===== src/rtl/serial_subtractor.sv =====
// Bit-serial subtractor: diff = a - b - bin, one bit per clock, LSB first.
// A single full-subtractor cell with a registered borrow replaces a WIDTH-bit
// ripple subtractor. Start/busy/done handshake; results held between operations.
//
// Ports:
//   clk, rst       rising-edge clock, asynchronous active-high reset
//   start          operation request, sampled only while idle
//   a, b, bin      minuend, subtrahend, borrow-in (captured on accepted start)
//   busy           high while an operation is running or completing
//   done           one-cycle completion pulse
//   diff           a - b - bin mod 2^WIDTH
//   bout           final borrow (unsigned a < b + bin)
//   ovf            signed two's-complement overflow of a - (b + bin)
module serial_subtractor #(
    parameter int unsigned WIDTH = 8
) (
    input  logic             clk,
    input  logic             rst,
    input  logic             start,
    input  logic [WIDTH-1:0] a,
    input  logic [WIDTH-1:0] b,
    input  logic             bin,
    output logic             busy,
    output logic             done,
    output logic [WIDTH-1:0] diff,
    output logic             bout,
    output logic             ovf
);

    localparam int unsigned    CNT_W    = (WIDTH > 1) ? $clog2(WIDTH) : 1;
    localparam logic [CNT_W-1:0] CNT_LAST = CNT_W'(WIDTH - 1);

    typedef enum logic [1:0] {
        S_IDLE = 2'd0,
        S_RUN  = 2'd1,
        S_DONE = 2'd2
    } state_t;

    state_t             r_state;
    state_t             w_state_nxt;
    logic               w_accept;
    logic               w_last;

    logic [WIDTH-1:0]   r_a_sh;
    logic [WIDTH-1:0]   r_b_sh;
    // Holds the WIDTH-1 bits produced so far; the bit of the current step completes it.
    logic [WIDTH-2:0]   r_res;
    logic               r_brw;
    logic [CNT_W-1:0]   r_cnt;
    logic               r_a_msb;
    logic               r_b_msb;

    logic               r_busy;
    logic               r_done;
    logic [WIDTH-1:0]   r_diff;
    logic               r_bout;
    logic               r_ovf;

    logic               w_d;
    logic               w_brw_nxt;
    logic [WIDTH-1:0]   w_res_nxt;

    // Full-subtractor cell on the current LSBs
    assign w_d       = r_a_sh[0] ^ r_b_sh[0] ^ r_brw;
    assign w_brw_nxt = (~r_a_sh[0] & r_b_sh[0]) | (~r_a_sh[0] & r_brw) | (r_b_sh[0] & r_brw);
    assign w_res_nxt = {w_d, r_res};

    // State register
    always_ff @(posedge clk or posedge rst) begin
        if (rst) begin
            r_state <= S_IDLE;
        end else begin
            r_state <= w_state_nxt;
        end
    end

    // Next-state decode
    always_comb begin
        w_state_nxt = r_state;
        w_accept    = 1'b0;
        w_last      = 1'b0;
        case (r_state)
            S_IDLE: begin
                if (start) begin
                    w_accept    = 1'b1;
                    w_state_nxt = S_RUN;
                end
            end
            S_RUN: begin
                if (r_cnt == CNT_LAST) begin
                    w_last      = 1'b1;
                    w_state_nxt = S_DONE;
                end
            end
            S_DONE: begin
                w_state_nxt = S_IDLE;
            end
            default: begin
                w_state_nxt = S_IDLE;
            end
        endcase
    end

    // Datapath and registered outputs
    always_ff @(posedge clk or posedge rst) begin
        if (rst) begin
            r_a_sh  <= '0;
            r_b_sh  <= '0;
            r_res   <= '0;
            r_brw   <= 1'b0;
            r_cnt   <= '0;
            r_a_msb <= 1'b0;
            r_b_msb <= 1'b0;
            r_busy  <= 1'b0;
            r_done  <= 1'b0;
            r_diff  <= '0;
            r_bout  <= 1'b0;
            r_ovf   <= 1'b0;
        end else begin
            r_busy <= (w_state_nxt != S_IDLE);
            r_done <= w_last;
            if (w_accept) begin
                r_a_sh  <= a;
                r_b_sh  <= b;
                r_res   <= '0;
                r_brw   <= bin;
                r_cnt   <= '0;
                r_a_msb <= a[WIDTH-1];
                r_b_msb <= b[WIDTH-1];
            end else if (r_state == S_RUN) begin
                r_a_sh <= r_a_sh >> 1;
                r_b_sh <= r_b_sh >> 1;
                r_res  <= w_res_nxt[WIDTH-1:1];
                r_brw  <= w_brw_nxt;
                r_cnt  <= w_last ? '0 : r_cnt + CNT_W'(1);
            end
            if (w_last) begin
                r_diff <= w_res_nxt;
                r_bout <= w_brw_nxt;
                // Overflow only possible when operand signs differ and the result sign leaves a's
                r_ovf  <= (r_a_msb != r_b_msb) & (w_d != r_a_msb);
            end
        end
    end

    assign busy = r_busy;
    assign done = r_done;
    assign diff = r_diff;
    assign bout = r_bout;
    assign ovf  = r_ovf;

endmodule


===== config.mk =====
export PLATFORM = sky130hd
export DESIGN_NAME = serial_subtractor
export DESIGN_NICKNAME = d
export VERILOG_FILES = /design/src/rtl/serial_subtractor.sv
export SDC_FILE = /design/constraint.sdc
export NUM_CORES = 1
export LEC_CHECK = 0
export BUFFER_PORTS_ARGS = -buffer_cell sky130_fd_sc_hd__buf_2
export CAP_MARGIN = 20
export CORE_MARGIN = 1.5
export CORE_UTILIZATION = 30
export CTS_BUF_LIST = sky130_fd_sc_hd__clkbuf_4 sky130_fd_sc_hd__clkbuf_8
export DETAILED_ROUTE_END_ITERATION = 7
export PLACE_DENSITY = 0.53
export SLEW_MARGIN = 30
export SYNTH_ARGS = -nofsm -noshare
export SYNTH_HDL_FRONTEND = slang
export SYNTH_SLANG_ARGS = --single-unit

===== constraint.sdc =====
create_clock -name clk -period 4.27 [get_ports clk]
set_input_delay 1.281 -clock clk [delete_from_list [all_inputs] [get_ports clk]]
set_output_delay 1.281 -clock clk [all_outputs]
set_load 0.02 [all_outputs]

==> metrics.md, run 1 <==
| Metric | Value |
|---|---|
| Crit path cell chain | buf_2 > o21bai_2 > inv_1 > o22ai_1 |
| Synth Cell Area | 1850 um2 |
| Reg-to-reg endpoint | r_brw |
| Core ar. | approximately 5900 um2 |
| Syn nets | 171 |
| Top FF cell, synth | dfrtp_1 |
| # nets final | 201 |
| PnR Total Power | 1.46 mW |
| Commonest cells in the netlist | dfrtp_1, a22oi_1, o21ai_0 |
| Hold_ws | between 400 and 500 ps |
| Crit Path Max Fanout | 23 |
| Max VDD drop | approximately 0.33 mV |
| P&R area growth vs syn | 15.0% |
| Die X | 81.5 um |
| Crit path launch type | input port |
| Post-detail-place hpwl | 2370 um |
| Max frequency | roughly 440 MHz |
| Yosys warning count | 0 |
| Cell area power density | 685 nW/um2 |
| Max-Slew Margin vs Limit | 0.381 |
| Fill count | approximately 600 |
| Largest net degree at the start of global routing | 44 |
| Ant diodes | 0 |
| Synth area leader | dfrtp_1 |
| Flop pwr share | 0.483 |
| Sw frac | 0.357 |
| Routed via count | 1,208 |
| Max Cap Viol | 0 |
| GR Overflow Total | 0 |
| Die area | 6640 um2 |
| Skew-Pair Late Insertion Delay | between 200 and 300 ps |
| Drt pass-1 iters | 4 |
| Endpoint class of the critical path | register |
| Clock Skew | 6.23 ps |
| Least-Margin Pin Slew | just over 900 ps |
| Hold buffers post-CTS | 0 |
| Starting density of the core | 0.312 |
| Register clock-pin slew on the reported worst setup and hold paths | 80 ps |
| Post-synthesis register bit count | 43 |
| Vias per cell | 4.76 |
| CTS tree | done |
| Hold Vio Cnt, Final | 0 |
| Die height | 81.5 um |
| Delay-heaviest family, CP | compound AO/OA/AOI/OAI gates |
| Final cell count without fillers | 254 |
| Initial DRC count | 46 |
| Outcome | finished, final reports clean |
| Multi-input gate area | 678 um2 |
| P_leak | 1.04 nW |
| Register area share after synthesis | 0.582 |
| Post-synth ARST share | 1.00 |
| Total CTS buffers | 5 |
| Mapped Cells | 148 |
| IO Port Bufs | 31 |
| Crit path DAT | between 2000 and 2500 ps |
| CTS max path bufs | 2 |
| Cells after DPL | 246 |
| Total routed wirelength | 3570 um |
| H-tree levels | 2 |
| DR WL/cell | 14.0 um |
| Net Sw Power | 0.520 mW |
| Yosys cell types | 26 |
| R2r startpoint | r_state[0] |
| Hold path depth | 2 |
| Max-slew violations | 0 |
| Tmin final | 2250 ps |
| # clock sinks | 43 |
| Largest cells by area after synthesis | dfrtp_1, a22oi_1, a22o_1 |
| Setup slack, reg-to-reg | ~2300 ps |
| CTS resizes | 0 |
| Hold Path End | ovf |
| CTS Root Buffer Type | clkbuf_8 |
| Worst path max stage delay | between 700 and 800 ps |
| Post-synth top area share | 0.582 |
| DRC violations left | 0 |
| Gate power share | 0.339 |
| Vias in the first global route | 1,246 |
| Antenna-violating nets left | 0 |
| Setup Viol. Count Final | 0 |
| Worst path required time | roughly 4500 ps |
| Area occupied by registers | 1080 um2 |
| Cells on worst reg2reg path | 3 |
| Worst hold path class | reg2reg |
| Layout cell share with drive strength beyond 1 | 0.307 |
| Clock power frac | 0.178 |
| Internal power | 0.937 mW |
| Slowest cell on the critical path | o21bai_2 |
| Final Cycle Share | 0.527 |
| Post-CTS Repair Setup Buffers | 0 |
| Overall Global Routing Usage | 0.124 |
| Row cnt | 28 |
| RSZ-0062 raised after global routing | false |
| Final GP Congestion | 0.714 |
| Initial antenna violation count | 0 |
| Number of synthesized flops with an enable pin | 0 |
| Setup total negative slack | 0 ps |
| Cell with the most instances after synthesis | dfrtp_1 |
| First-pass GRT wire length | approximately 6100 um |
| Setup Crit Path Kind | in2reg |
| Io pins | 32 |
| CP bufs+invs | 2 |
| Worst Hold Launch | ovf |
| Syn avg cell area | around 12 um2 |
## cells in the final DEF (no fill, tap or decap)
cell,count
a22o_1,11
nand2_1,12
clkbuf_4,1
nor2b_4,2
o21bai_2,1
fa_1,1
mux2_4,4
and2b_1,3
o21ai_0,14
dfrtp_1,43
a21oi_1,6
a2bb2oi_1,1
o22ai_1,1
buf_2,31
a22oi_1,14
and2_1,1
and3b_1,1
clkbuf_8,5
mux2_2,7
nor2b_1,3
nor2_1,2
nand3b_4,1
clkinvlp_4,1
o21ai_1,2
inv_1,7
buf_4,1
clkinv_2,1
ha_1,2
## tightest hold or removal path: stages, from the launching register on
cell	delay, ps
dfrtp_1	350
nand2_1	50
o21ai_0	60
## cells by family after synthesis
family / Yosys count / share of synthesized area
AO/OA/AOI/OAI: 50 / 0.183
adder cells (fa/ha/maj): 3 / 0.0244
buffers and inverters: 16 / 0.0508
flip-flops: 43 / 0.582
multiplexers: 11 / 0.0752
AND/OR/NAND/NOR: 25 / 0.0846
## worst max path at each step
stage,endpoint,startpoint,cells after the start,slack (ps)
floorplan,bout,rst,1,1990
global placement,r_brw,start,4,1720
detailed placement,r_brw,start,4,1690
CTS,r_brw,start,4,2000
global route,r_brw,start,4,1940
finish,r_brw,start,4,2020
## state kept, by name (all words and copies together), names as in the netlist, 2 cells and up
| signal | flops |
|---|---|
| r_b_sh | 8 |
| r_res | 7 |
| diff | 8 |
| r_cnt | 3 |
| r_state | 2 |
| r_a_sh | 8 |
## per-stage QoR
stage	setup slack (ps)	area, um2	util
6_report	2020	2130	0.359
5_1_grt	1940	2130	0.359
4_1_cts	2000	2130	0.359
3_5_place_dp	1690	2040	0.344
3_3_place_gp	1720	2040	0.344
2_1_floorplan	1990	1850	-
## per-layer routing
layer | up-vias | global-route usage | routed length, um | share of wire
met5 | - | 0 | 0 | 0
met4 | 0 | 0.0310 | 10 | 0.0028
met3 | 2 | 0.0333 | 144 | 0.040
met2 | 29 | 0.188 | 1620 | 0.45
met1 | 594 | 0.175 | 1790 | 0.50
li1 | 583 | - | - | -
## power by group through the flow
stage	combinational [mW]	clock, mW	sequential [mW]
after floorplan	0.384	0	0.708
after global placement	0.497	0	0.711
after detailed placement	0.507	0	0.713
after CTS	0.505	0.270	0.705
after global routing	0.564	0.293	0.727
final	0.494	0.260	0.704
## cell type report
class | count | area share
clock inverter | 2 | 0.00589
clock buffer | 6 | 0.0359
sequential | 43 | 0.506
tap | 75 | 0.0441
inverter | 7 | 0.0124
multi-input combinational | 89 | 0.319
timing repair buffer | 32 | 0.0765
Power figures use the tool's default switching activity.
==> run 2: changes to the inputs <==
- ABC_AREA: not set -> 1
- clock period: 4.27 -> 2.3 ns (I/O delays scaled with it)
==> metrics.md, run 2 <==
| Metric | Value |
|---|---|
| Total routed wirelength | 3780 um (was 3570 um) |
| Max VDD drop | 0.435 mV (was 0.328 mV) |
| RSZ-0062 raised after global routing | false (unchanged) |
| IO Port Bufs | 31 (unchanged) |
| Mapped Cells | 211 (was 148) |
| Commonest cells in the netlist | nand2_1, nand3_1, dfrtp_1 (was dfrtp_1, a22oi_1, o21ai_0) |
| Die X | 82.4 um (was 81.5 um) |
| Post-DP Area | 2080 um2 (was 2040 um2) |
| P&R area growth vs syn | 14.6% (was 15.0%) |
| Crit path DAT | 830 ps (was 2450 ps) |
| Number of synthesized flops with an enable pin | 0 (unchanged) |
| Delay-heaviest family, CP | flip-flops (was compound AO/OA/AOI/OAI gates) |
| Crit path cell chain | buf_2 (was buf_2 > o21bai_2 > inv_1 > o22ai_1) |
| Final cell count without fillers | 317 (was 254) |
| # nets final | 265 (was 201) |
| Max Cap Viol | 0 (unchanged) |
| Register clock-pin slew on the reported worst setup and hold paths | 80 ps (about the same) |
| Crit path depth | 1 (was 4) |
| Die height | 82.4 um (was 81.5 um) |
| Yosys cell types | 17 (was 26) |
| Endpoint class of the critical path | output pin (was register) |
| CP bufs+invs | 1 (was 2) |
| Multi-input gate area | 693 um2 (was 678 um2) |
| Die area | 6800 um2 (was 6640 um2) |
| Yosys warning count | 0 (unchanged) |
| Most frequent cells in the layout | nand2_1, nand3_1, dfrtp_1, buf_2 (was dfrtp_1, buf_2, o21ai_0, a22oi_1, nand2_1) |
| H-tree levels | 2 (unchanged) |
| Post-synth top area share | 0.568 (was 0.582) |
| Ant diodes | 0 (unchanged) |
| Skew-Pair Late Insertion Delay | 300 ps (was 290 ps) |
| Largest cells by area after synthesis | dfrtp_1, nand3_1, nand2_1 (was dfrtp_1, a22oi_1, a22o_1) |
| Final Cycle Share | 0.662 |
| Post-synthesis register bit count | 43 (unchanged) |
| Max-Slew Margin vs Limit | 0.702 (was 0.381) |
| CTS tree | done (unchanged) |
| Setup Viol. Count Final | 0 (unchanged) |
| Initial antenna violation count | 0 (unchanged) |
| Cells after DPL | 310 (was 246) |
| Clock power frac | 0.176 (was 0.178) |
| Max-slew violations | 0 (unchanged) |
| Top FF cell, synth | dfrtp_1 (unchanged) |
| Crit path launch type | register (was input port) |
| DRC violations left | 0 (unchanged) |
| Syn avg cell area | 8.97 um2 (was 12.5 um2) |
| Setup Crit Path Kind | reg2out (was in2reg) |
| Vias in the first global route | 1,322 (was 1,246) |
| Starting density of the core | 0.316 (was 0.312) |
| Hold_ws | 419 ps (was 483 ps) |
| Area occupied by registers | 1080 um2 (unchanged) |
| Overall Global Routing Usage | 0.126 (was 0.124) |
| Worst hold path class | in2async (was reg2reg) |
| Largest net degree at the start of global routing | 31 (was 44) |
| First-pass GRT wire length | 6380 um (was 6100 um) |
| Synth area leader | dfrtp_1 (unchanged) |
| Worst path required time | 1610 ps (was 4470 ps) |
| Post-detail-place hpwl | 2520 um (was 2370 um) |
| Hold Vio Cnt, Final | 0 (unchanged) |
| Cells on worst reg2reg path | 6 (was 3) |
| Initial DRC count | 96 (was 46) |
| Vias per cell | 4.60 (was 4.76) |
| CTS resizes | 0 (unchanged) |
| Antenna-violating nets left | 0 (unchanged) |
| Syn nets | 234 (was 171) |
| Gate power share | 0.374 (was 0.339) |
| Row cnt | 28 (unchanged) |
| Internal power | 1.67 mW (was 0.937 mW) |
| Cell area power density | 1280 nW/um2 (was 685 nW/um2) |
| Hold buffers post-CTS | 0 (unchanged) |
| Io pins | 32 (unchanged) |
| DR WL/cell | 11.9 um (was 14.0 um) |
| Outcome | finished, final reports clean (unchanged) |
| Layout cell share with drive strength beyond 1 | 0.207 (was 0.307) |
| Routed via count | 1,457 (was 1,208) |
| CTS Root Buffer Type | clkbuf_8 (unchanged) |
| Fill count | 629 (was 615) |
| Crit Path Max Fanout | 2 (was 23) |
| Synth Cell Area | 1890 um2 (was 1850 um2) |
| Core ar. | 5990 um2 (was 5920 um2) |
| Max frequency | 657 MHz |
| GR Overflow Total | 0 (unchanged) |
| Clock Skew | 4.58 ps (was 6.23 ps) |
| Final GP Congestion | 0.727 (was 0.714) |
| Setup total negative slack | 0 ps (unchanged) |
| Post-CTS Repair Setup Buffers | 0 (unchanged) |
| Net Sw Power | 1.10 mW (was 0.520 mW) |
| Flop pwr share | 0.450 (was 0.483) |
| CTS max path bufs | 2 (unchanged) |
| Sw frac | 0.396 (was 0.357) |
| Register area share after synthesis | 0.568 (was 0.582) |
| Slowest cell on the critical path | dfrtp_1 (was o21bai_2) |
| Cell with the most instances after synthesis | nand2_1 (was dfrtp_1) |
| Final instance area | 2170 um2 (was 2130 um2) |
| # clock sinks | 43 (unchanged) |
| Drt pass-1 iters | 4 (unchanged) |
| Post-synth ARST share | 1.00 (unchanged) |
| Least-Margin Pin Slew | 447 ps (was 928 ps) |
| Total CTS buffers | 5 (unchanged) |
| Tmin final | between 1500 and 2000 ps |
| Worst path max stage delay | 380 ps (was 720 ps) |
| P_leak | 1.15 nW (was 1.04 nW) |
| Commonest non-fill, non-tap cell in the layout | nand2_1 (was dfrtp_1) |
run 2: changes by cell type after synthesis, sizes merged, moves of 3 or more:
cell / previous run / this run
a22oi: 14 / 0
nor2: 2 / 6
a22o: 11 / 0
nand2: 12 / 80
nand3: 0 / 58
a21oi: 6 / 0
and2b: 3 / 0
o21ai: 16 / 1
buf: 8 / 11
mux2: 11 / 0
nor2b: 5 / 0
run 2: power by group through the flow:
stage	registers [mW]	logic [mW]	clock network, mW
after floorplan	1.35	0.724	0
after global placement	1.26	1.04	0
after detailed placement	1.26	1.06	0
after CTS	1.25	1.06	0.504
after global routing	1.29	1.19	0.538
final	1.25	1.04	0.487
run 2: per-stage QoR:
stage | util | power [mW] | setup slack (ps)
2_1_floorplan | - | 2.07 | 607
4_1_cts | 0.362 | 2.82 | 763
6_report | 0.362 | 2.77 | 778
3_3_place_gp | 0.348 | 2.29 | 739
3_5_place_dp | 0.348 | 2.32 | 696
5_1_grt | 0.362 | 3.02 | 630
run 2: cells by family after synthesis:
logic type                 count (synthesis)  synth area share
AOI/OAI and AO/OA                          1           0.00264
and+or+nand+nor                          144             0.340
adders and majority gates                  3            0.0238
buffers and inverters                     20            0.0654
DFF                                       43             0.568
run 2: final timing paths:
path                                from   endpoint  slack (ps)
worst max-delay path             diff[3]    diff[3]         780
worst min-delay path                 rst       bout         420
worst max register to register  r_cnt[0]        ovf         830
worst min register to register      bout       bout         470
max in group asynchronous            rst  r_a_sh[4]        1320
min in group clk                    bout       bout         470
run 2: layout make-up:
cell class,count,area share
repair buffers,35,0.0854
clock buffers,6,0.0381
well taps,75,0.0433
multi-input cells,148,0.319
inverters,9,0.0156
flip-flops and latches,43,0.496
clock inverters,1,0.00231
run 2: tightest hold or removal path: stages:
cell and delay, ps:
buf_2 90, inv_1 40, buf_4 280
run 2: routing by layer:
metal / vias up / track usage / part of all wire
met2: 47 / 0.177 / 0.42
met5: - / 0 / 0
met3: 7 / 0.0308 / 0.055
li1: 742 / - / -
met1: 661 / 0.181 / 0.51
met4: 0 / 0.0559 / 0.018
==> run 3: changes to the inputs <==
- PLACE_DENSITY: 0.53 -> 0.55
- clock period: 2.3 -> 1.4 ns (I/O delays scaled with it)
==> metrics.md, run 3 (synthesis gave the netlist of run 2 again) <==
| Metric | Value |
|---|---|
| Total routed wirelength | 3760 um (was 3780 um) |
| Worst path max stage delay | 580 ps (was 380 ps) |
| RSZ-0062 raised after global routing | false (unchanged) |
| Slowest cell on the critical path | fa_2 (was dfrtp_1) |
| Endpoint class of the critical path | register (was output pin) |
| Tmin final | 1320 ps |
| Crit Path Max Fanout | 3 (was 2) |
| Hold Vio Cnt, Final | 0 (unchanged) |
| Commonest non-fill, non-tap cell in the layout | nand2_1 (unchanged) |
| Ant diodes | 0 (unchanged) |
| Drt pass-1 iters | 4 (unchanged) |
| Starting density of the core | 0.316 (unchanged) |
| Crit path launch type | register (unchanged) |
| Final core occ | 0.371 (was 0.362) |
| Max frequency | 756 MHz |
| Die X | 82.4 um (unchanged) |
| Setup slack, reg-to-reg | 80 ps (was 830 ps) |
| Post-DP Area | 2130 um2 (was 2080 um2) |
| Largest net degree at the start of global routing | 44 (was 31) |
| Vias in the first global route | 1,501 (was 1,322) |
| GR Util met1 | 0.172 (was 0.181) |
| Final GP Congestion | 0.723 (was 0.727) |
| Die area | 6800 um2 (unchanged) |
| DR WL/cell | 11.7 um (was 11.9 um) |
| Most frequent cells in the layout | nand2_1, nand3_1, dfrtp_1, buf_2, buf_4 (was nand2_1, nand3_1, dfrtp_1, buf_2) |
| Cells after DPL | 314 (was 310) |
| Max Cap Viol | 0 (unchanged) |
| Setup Viol. Count Final | 0 (unchanged) |
| # clock sinks | 43 (unchanged) |
| CTS max path bufs | 2 (unchanged) |
| Max-Slew Margin vs Limit | 0.789 (was 0.702) |
| Max-slew violations | 0 (unchanged) |
| Core ar. | 5990 um2 (unchanged) |
| Die height | 82.4 um (unchanged) |
| Setup Crit Path Kind | reg2reg (was reg2out) |
| P_leak | 1.17 nW (was 1.15 nW) |
| Worst hold path class | in2async (unchanged) |
| CTS Root Buffer Type | clkbuf_8 (unchanged) |
| Register clock-pin slew on the reported worst setup and hold paths | 80 ps (about the same) |
| Skew-Pair Late Insertion Delay | 290 ps (was 300 ps) |
| Worst path required time | 1590 ps (was 1610 ps) |
| Top Usage Layer GRT | met2 (was met1) |
| CTS tree | done (unchanged) |
| Antenna-violating nets left | 0 (unchanged) |
| Io pins | 32 (unchanged) |
| Row cnt | 28 (unchanged) |
| Clock Skew | 3.49 ps (was 4.58 ps) |
| Met2 global-route usage | 0.207 (was 0.177) |
| GR Overflow Total | 0 (unchanged) |
| Vias per cell | 4.68 (was 4.60) |
| Setup total negative slack | 0 ps (unchanged) |
| DRC violations left | 0 (unchanged) |
| IO Port Bufs | 31 (unchanged) |
| Crit path DAT | 1510 ps (was 830 ps) |
| Layout cell share with drive strength beyond 1 | 0.228 (was 0.207) |
| Least-Margin Pin Slew | 317 ps (was 447 ps) |
| Total CTS buffers | 5 (unchanged) |
| Crit path cell chain | inv_1 > fa_2 > nor2_1 > nand2_1 > nand2_1 > nand2_1 > nand2_1 (was buf_2) |
| Outcome | finished, final reports clean (unchanged) |
| First-pass GRT wire length | 6790 um (was 6380 um) |
| Final cell count without fillers | 321 (was 317) |
| Crit path top cell by count | nand2_1 |
| H-tree levels | 2 (unchanged) |
| Routed via count | 1,503 (was 1,457) |
| Cell area power density | 2090 nW/um2 (was 1280 nW/um2) |
| Hold_ws | 165 ps (was 419 ps) |
| P&R area growth vs syn | 17.5% (was 14.6%) |
| # nets final | 270 (was 265) |
| Max VDD drop | 0.765 mV (was 0.435 mV) |
| GR Util met3 | 0.0407 (was 0.0308) |
| Post-detail-place hpwl | 2480 um (was 2520 um) |
| Initial antenna violation count | 0 (unchanged) |
| Initial DRC count | 79 (was 96) |
| Overall Global Routing Usage | 0.132 (was 0.126) |
| Final Cycle Share | 0.945 |
| Final instance area | 2220 um2 (was 2170 um2) |
[run 3: timing repair]
item	4_1_cts	5_1_grt
endpoints found under the setup margin	0	11
hold buffers	0	0
buffers inserted	0	1
gates resized for setup	0	3
[run 3: area by class of cell]
class / instances / area, um2
well taps: 75 / 93.8
repair buffers: 40 / 235
flip-flops and latches: 43 / 1080
clock buffers: 6 / 76.3
fillers: 633 / 3770
inverters: 9 / 37.5
multi-input cells: 148 / 706
[run 3: report_power, final]
part	leakage [nW]	switching (mW)	internal (mW)	total [mW]
logic	0.585	1.13	0.721	1.85
clock network	0.0406	0.394	0.352	0.746
registers	0.546	0.298	1.75	2.05
total	1.17	1.82	2.83	4.65
[run 3: final timing paths]
| path | from | to | cells past startpoint |
|---|---|---|---|
| worst max-delay path | r_brw | ovf | 7 |
| worst min-delay path | rst | busy | 3 |
| worst max register to register | r_brw | ovf | 7 |
| worst min register to register | bout | bout | 2 |
| max in group asynchronous | rst | r_b_sh[5] | 3 |
| min in group clk | b[7] | r_b_msb | 3 |
[run 3: through the flow]
stage	power, mW	setup slack, ps
after floorplan	3.41	100
after global placement	3.87	15.4
after detailed placement	3.89	12.6
after CTS	4.66	7.32
after global routing	5.10	11.7
final	4.65	77.3
[run 3: worst max-delay path, delay by kind of cell (launching register included)]
kind,cells,cell delay (ps)
and+or+nand+nor,5,240
adders and majority gates,1,580
buffers and inverters,1,60
DFF,1,350
[run 3: routing by layer]
layer  wire [um]  vias up  share of wire
met5           0        -              0
met4          42        0          0.011
met3         259        5          0.069
met2        1650       44           0.44
met1        1820      701           0.48
li1            -      753              -
